===== src/rtl/mem_port_arbiter.sv =====
// mem_port_arbiter
// Shares the core's single external memory port between the instruction-fetch
// requester and the MEM-stage data requester. Data requests win over fetches,
// but the fetch side wins once data has taken MAX_D_STREAK grants in a row
// while a fetch was waiting.
//
// Ports
//   clk, rst                 clock; asynchronous active-low reset
//   if_req_i / if_addr_i     fetch request and address
//   if_busy_o / if_done_o    fetch stall, one-cycle completion pulse
//   if_rdata_o               fetched word, valid with if_done_o
//   d_req_i, d_we_i, d_addr_i, d_wdata_i, d_sel_i
//                            data request, direction, address, write data, byte mask
//   d_busy_o / d_done_o      data stall, one-cycle completion pulse
//   d_rdata_o                load data, valid with d_done_o
//   mem_rwe_o                {write, read} command to memory, never both set
//   mem_addr_o, mem_sel_o, mem_wdata_o
//                            command fields, held constant while a command is open
//   mem_rdata_i, mem_busy_i, mem_done_i
//                            memory read data, not-ready flag, completion pulse
//   dbg_state_o, dbg_streak_o
//                            arbiter state and current data streak, for observation
//
// Handshake: a requester raises req with its fields and keeps it high until its
// done pulses; done is a single-cycle pulse and rdata is valid in that cycle and
// held afterwards. A req seen in the same cycle as its own done is ignored, so a
// requester that keeps req high gets a fresh transaction, never a repeat of the
// one just finished. Toward memory, a command is issued when mem_rwe_o becomes
// non-zero; it and its fields stay fixed until mem_done_i, and a new command is
// only issued while mem_busy_i is low.
module mem_port_arbiter #(
    parameter int ADDR_W       = 32,
    parameter int DATA_W       = 32,
    parameter int MAX_D_STREAK = 4
) (
    input  logic                              clk,
    input  logic                              rst,
    input  logic                              if_req_i,
    input  logic [ADDR_W-1:0]                 if_addr_i,
    output logic                              if_busy_o,
    output logic                              if_done_o,
    output logic [DATA_W-1:0]                 if_rdata_o,
    input  logic                              d_req_i,
    input  logic                              d_we_i,
    input  logic [ADDR_W-1:0]                 d_addr_i,
    input  logic [DATA_W-1:0]                 d_wdata_i,
    input  logic [3:0]                        d_sel_i,
    output logic                              d_busy_o,
    output logic                              d_done_o,
    output logic [DATA_W-1:0]                 d_rdata_o,
    output logic [1:0]                        mem_rwe_o,
    output logic [ADDR_W-1:0]                 mem_addr_o,
    output logic [3:0]                        mem_sel_o,
    output logic [DATA_W-1:0]                 mem_wdata_o,
    input  logic [DATA_W-1:0]                 mem_rdata_i,
    input  logic                              mem_busy_i,
    input  logic                              mem_done_i,
    output logic [1:0]                        dbg_state_o,
    output logic [$clog2(MAX_D_STREAK+1)-1:0] dbg_streak_o
);

    localparam int SW = $clog2(MAX_D_STREAK + 1);

    typedef enum logic [1:0] {
        ST_IDLE    = 2'd0,
        ST_SERVE_I = 2'd1,
        ST_SERVE_D = 2'd2
    } state_t;

    state_t              r_state;
    state_t              w_state_nxt;
    logic [SW-1:0]       r_streak;
    logic                r_if_done;
    logic                r_d_done;
    logic [DATA_W-1:0]   r_if_rdata;
    logic [DATA_W-1:0]   r_d_rdata;
    logic [1:0]          r_mem_rwe;
    logic [ADDR_W-1:0]   r_mem_addr;
    logic [3:0]          r_mem_sel;
    logic [DATA_W-1:0]   r_mem_wdata;

    logic                w_if_live;
    logic                w_d_live;
    logic                w_streak_max;
    logic                w_grant_i;
    logic                w_grant_d;
    logic                w_done_i;
    logic                w_done_d;

    // A request is only eligible when its own done is not pulsing this cycle.
    assign w_if_live    = if_req_i & ~r_if_done;
    assign w_d_live     = d_req_i  & ~r_d_done;
    assign w_streak_max = (r_streak == SW'(MAX_D_STREAK));

    always_ff @(posedge clk or negedge rst) begin
        if (!rst) begin
            r_state <= ST_IDLE;
        end else begin
            r_state <= w_state_nxt;
        end
    end

    always_comb begin
        w_state_nxt = r_state;
        w_grant_i   = 1'b0;
        w_grant_d   = 1'b0;
        w_done_i    = 1'b0;
        w_done_d    = 1'b0;
        case (r_state)
            ST_IDLE: begin
                if (!mem_busy_i) begin
                    // Data wins unless it has used up its streak while a fetch waits.
                    if (w_d_live && !(w_streak_max && w_if_live)) begin
                        w_grant_d   = 1'b1;
                        w_state_nxt = ST_SERVE_D;
                    end else if (w_if_live) begin
                        w_grant_i   = 1'b1;
                        w_state_nxt = ST_SERVE_I;
                    end
                end
            end
            ST_SERVE_I: begin
                if (mem_done_i) begin
                    w_done_i    = 1'b1;
                    w_state_nxt = ST_IDLE;
                end
            end
            ST_SERVE_D: begin
                if (mem_done_i) begin
                    w_done_d    = 1'b1;
                    w_state_nxt = ST_IDLE;
                end
            end
            default: w_state_nxt = ST_IDLE;
        endcase
    end

    always_ff @(posedge clk or negedge rst) begin
        if (!rst) begin
            r_streak    <= '0;
            r_if_done   <= 1'b0;
            r_d_done    <= 1'b0;
            r_if_rdata  <= '0;
            r_d_rdata   <= '0;
            r_mem_rwe   <= 2'b00;
            r_mem_addr  <= '0;
            r_mem_sel   <= 4'h0;
            r_mem_wdata <= '0;
        end else begin
            r_if_done <= w_done_i;
            r_d_done  <= w_done_d;
            if (w_done_i) begin
                r_if_rdata <= mem_rdata_i;
            end
            if (w_done_d) begin
                r_d_rdata <= mem_rdata_i;
            end
            if (w_done_i || w_done_d) begin
                r_mem_rwe <= 2'b00;
            end
            if (w_grant_d) begin
                r_mem_rwe   <= d_we_i ? 2'b10 : 2'b01;
                r_mem_addr  <= d_addr_i;
                r_mem_sel   <= d_we_i ? d_sel_i : 4'h0;
                r_mem_wdata <= d_wdata_i;
                // The streak only counts data grants that made a fetch wait.
                if (w_if_live) begin
                    r_streak <= w_streak_max ? r_streak : r_streak + SW'(1);
                end else begin
                    r_streak <= '0;
                end
            end
            if (w_grant_i) begin
                r_mem_rwe   <= 2'b01;
                r_mem_addr  <= if_addr_i;
                r_mem_sel   <= 4'h0;
                r_mem_wdata <= '0;
                r_streak    <= '0;
            end
        end
    end

    assign if_busy_o    = if_req_i & ~r_if_done;
    assign d_busy_o     = d_req_i  & ~r_d_done;
    assign if_done_o    = r_if_done;
    assign d_done_o     = r_d_done;
    assign if_rdata_o   = r_if_rdata;
    assign d_rdata_o    = r_d_rdata;
    assign mem_rwe_o    = r_mem_rwe;
    assign mem_addr_o   = r_mem_addr;
    assign mem_sel_o    = r_mem_sel;
    assign mem_wdata_o  = r_mem_wdata;
    assign dbg_state_o  = r_state;
    assign dbg_streak_o = r_streak;

endmodule


===== config.mk =====
export PLATFORM = sky130hd
export DESIGN_NAME = mem_port_arbiter
export DESIGN_NICKNAME = d
export VERILOG_FILES = /design/src/rtl/mem_port_arbiter.sv
export SDC_FILE = /design/constraint.sdc
export NUM_CORES = 1
export LEC_CHECK = 0
export CAP_MARGIN = 20
export CELL_PAD_IN_SITES_DETAIL_PLACEMENT = 1
export CELL_PAD_IN_SITES_GLOBAL_PLACEMENT = 2
export CORE_MARGIN = 1.5
export CORE_UTILIZATION = 42
export DETAILED_ROUTE_END_ITERATION = 7
export DONT_BUFFER_PORTS = 1
export PLACE_DENSITY = 0.86
export SLEW_MARGIN = 0
export SYNTH_ARGS = -nofsm -noshare
export SYNTH_HDL_FRONTEND = slang
export SYNTH_SLANG_ARGS = --single-unit

===== constraint.sdc =====
create_clock -name clk -period 2.5 [get_ports clk]
set_clock_uncertainty 0.1 [all_clocks]
set_input_delay 0.375 -clock clk [delete_from_list [all_inputs] [get_ports clk]]
set_output_delay 0.375 -clock clk [all_outputs]
set_load 0.02 [all_outputs]

==> impl_metrics.py <==
metrics = {
    "worst_setup_path": {
        "start_kind": "register",
        "end_kind": "register",
        "cp_data_arrival_time_ns": 2.42,
        "crit_type": "register to register",
        "cp_slowest_cell": "nand4bb_2",
        "cp_max_fo": 39,
        "path_cells": "inv_1, ha_1, nand4bb_2, nor2_2, buf_4, a22o_1",
        "crit_path_max_incr_delay_ns": 0.41,
        "required_ns": 2.75,
    },
    "power_and_ir_drop": {
        "powerDensity_mw_per_mm2": 1460,
        "leakagePower_nw": 2.97,
        "vdd_drop_max_mv": 0.685,
    },
    "floorplan": {
        "die_area_mm2": 0.0141,
        "die_x_um": 119,
        "die_y_um": 119,
        "core_mm2": 0.0131,
        "io_pins": 282,
        "row_count": 42,
        "initial_core_util": 0.428,
    },
    "synth": {
        "netlist_instances": 376,
        "yosysTopAreaCellShare": 0.627,
        "synth_nets": 520,
        "synth.top_cells.by_area": "dfrtp_1 63%, mux2_2 13%, o221a_1 6.4%, a22o_1 5.3%, or3_1 3.6%",
        "yosysWarnings": 0,
        "avgSynthCellArea_um2": 15.0,
        "yosys.area.top_type": "dfrtp_1",
        "yosysUniqueCellTypes": 32,
        "ys_seq_area_frac": 0.627,
        "synthesis.area_mm2": 0.00563,
        "ys_ff_latch": 141,
    },
    "layout": {
        "layout_common_cells": "141 x dfrtp_1, 65 x mux2_2, 57 x dlygate4sd3_1, 34 x a22o_1",
        "fillers": 1245,
        "drive_gt1_frac": 0.254,
        "mostFrequentLayoutCell": "dfrtp_1",
        "antenna_cells": 0,
        "utilization": 0.526,
        "syn2layout_area_growth_pct": 22.8,
        "layout.nets": 580,
        "stdcell_count": 624,
    },
    "cts": {
        "post_cts.repair.setup_buffers": 0,
        "htree_num_levels": 4,
        "cts_tree": "yes",
        "cts_hold_buf": 53,
        "cts_resized": 0,
        "clk-insertion-delay-late_ns": 0.41,
        "cts_buffers": 17,
        "cts_max_path_buffers": 2,
        "clk_pin_slew_ns": 0.06,
        "cts_root_buf": "clkbuf_16",
        "clock-sinks": 141,
    },
    "sta": {
        "tightest_slew_ns": 0.449,
        "slew_viol_final": 0,
        "setup_violations": 0,
        "hold_slack_ns": -0.448,
        "rsz0062_at_grt": "false",
        "layout_min_cycle_time_ns": 2.17,
        "slew-limit-headroom": 0.701,
        "setup_tns_ns": 0,
        "fmax_mhz": 461,
        "finalHoldViolations": 141,
        "timing.final.crit_share": 0.868,
    },
    "run_status": {
        "status": "complete, but fails checks",
        "violations": "negative hold slack",
    },
    "routing": {
        "drcViolationCount": 0,
        "first_pass_iters": 5,
        "routedWlPerCell_um": 24.4,
        "viasPerCell": 5.85,
        "vias": 3649,
        "dr.first_iter.drc_count": 191,
        "ant_nets": 0,
        "drt-total-wl_um": 15200,
    },
    "place": {
        "io_buffers": 0,
        "place_hpwl_um": 9790,
        "gp_congestion": 0.743,
        "dp_cells": 536,
    },
    "grt": {
        "grt.overflow.total": 0,
        "grt_pass1_vias": 4105,
        "grt_start_max_net_pins": 142,
        "antenna_found_initial": 0,
        "grt_usage": 0.219,
        "grt_first_pass_wirelength_um": 23700,
    },
    "run": {
        "maxCapViolations": 0,
    },
    "hold_path": {
        "hp-class": "input pin to asynchronous set/reset pin",
    },
}
sequential cells by signal, indices dropped and copies added, names as in the netlist:
| register | cells |
|---|---|
| if_done_o | 1 |
| d_rdata_o | 32 |
| mem_addr_o | 32 |
| mem_rwe_o | 2 |
| if_rdata_o | 32 |
| dbg_streak_o | 3 |
| d_done_o | 1 |
| mem_wdata_o | 32 |
| mem_sel_o | 4 |
| dbg_state_o | 2 |
cells in the mapped netlist, drive strengths merged:
master,number
dfrtp,141
mux2,65
a22o,34
o221a,32
or3,32
buf,22
inv,9
a32o,6
nand2b,6
clkbuf,5
ha,5
nand2,4
o21ai,2
a211o,1
a21o,1
a21oi,1
a22oi,1
and4b,1
nand4bb,1
nor2,1
nor3,1
nor3b,1
o2111ai,1
o211ai,1
o22ai,1
o311ai,1
where the power goes:
part	internal, mW	leakage [nW]	switching, mW	total (mW)
Combinational	1.20	0.988	0.887	2.09
Sequential	3.36	1.70	2.17	5.53
Clock	1.50	0.284	0.982	2.48
through the flow:
| stage | area [um2] | hold slack (ns) | power, mW | setup WS [ns] |
|---|---|---|---|---|
| after floorplan | 5630 | -0.0206 | 6.92 | 0.612 |
| after global placement | 5760 | -0.0171 | 7.37 | 0.415 |
| after detailed placement | 5760 | -0.0173 | 7.56 | 0.300 |
| after CTS | 6870 | -0.465 | 10.2 | 0.296 |
| after global routing | 6910 | -0.474 | 10.6 | 0.111 |
| final | 6910 | -0.448 | 10.1 | 0.331 |
area by class of cell:
cell class	instances	area, um2	share of cell area
Clock inverter	13	141	0.0204
Multi-Input combinational cell	199	1900	0.275
Timing Repair Buffer	68	653	0.0945
Tap cell	176	220	0.0318
Sequential cell	141	3530	0.510
Clock buffer	18	439	0.0635
Inverter	9	33.8	0.00489
metal layers:
metal / part of all wire / global-route usage
met2: 0.51 / 0.377
met5: 0 / 0
met1: 0.35 / 0.232
met3: 0.11 / 0.103
met4: 0.021 / 0.0881
worst max-delay path, delay by kind of cell, from the launching register on:
kind / cells / cell delay (ns)
and+or+nand+nor: 2 / 0.60
DFF: 1 / 0.38
adders and majority gates: 1 / 0.27
buffers and inverters: 2 / 0.49
AOI/OAI and AO/OA: 1 / 0.23
cells by family (layout without fill, tap and decap cells):
family / count (synthesis) / count (layout) / synth area share
AOI/OAI and AO/OA: 82 / 82 / 0.142
adders and majority gates: 5 / 5 / 0.0111
buffers and inverters: 36 / 108 / 0.0360
DFF: 141 / 141 / 0.627
muxes: 65 / 65 / 0.130
and+or+nand+nor: 47 / 47 / 0.0538
path summary, 6_finish.rpt:
kind,end,cells past startpoint,slack [ns],start
max,mem_wdata_o[10],6,0.33,dbg_state_o[0]
min,if_rdata_o[20],0,-0.45,rst
max reg2reg,mem_wdata_o[10],6,0.33,dbg_state_o[0]
min reg2reg,dbg_state_o[0],2,0.54,dbg_state_o[0]
max in group asynchronous,d_rdata_o[23],0,2.49,rst
min in group clk,mem_wdata_o[5],1,0.01,d_wdata_i[5]
Note: power is estimated with default switching activity, not from simulation.
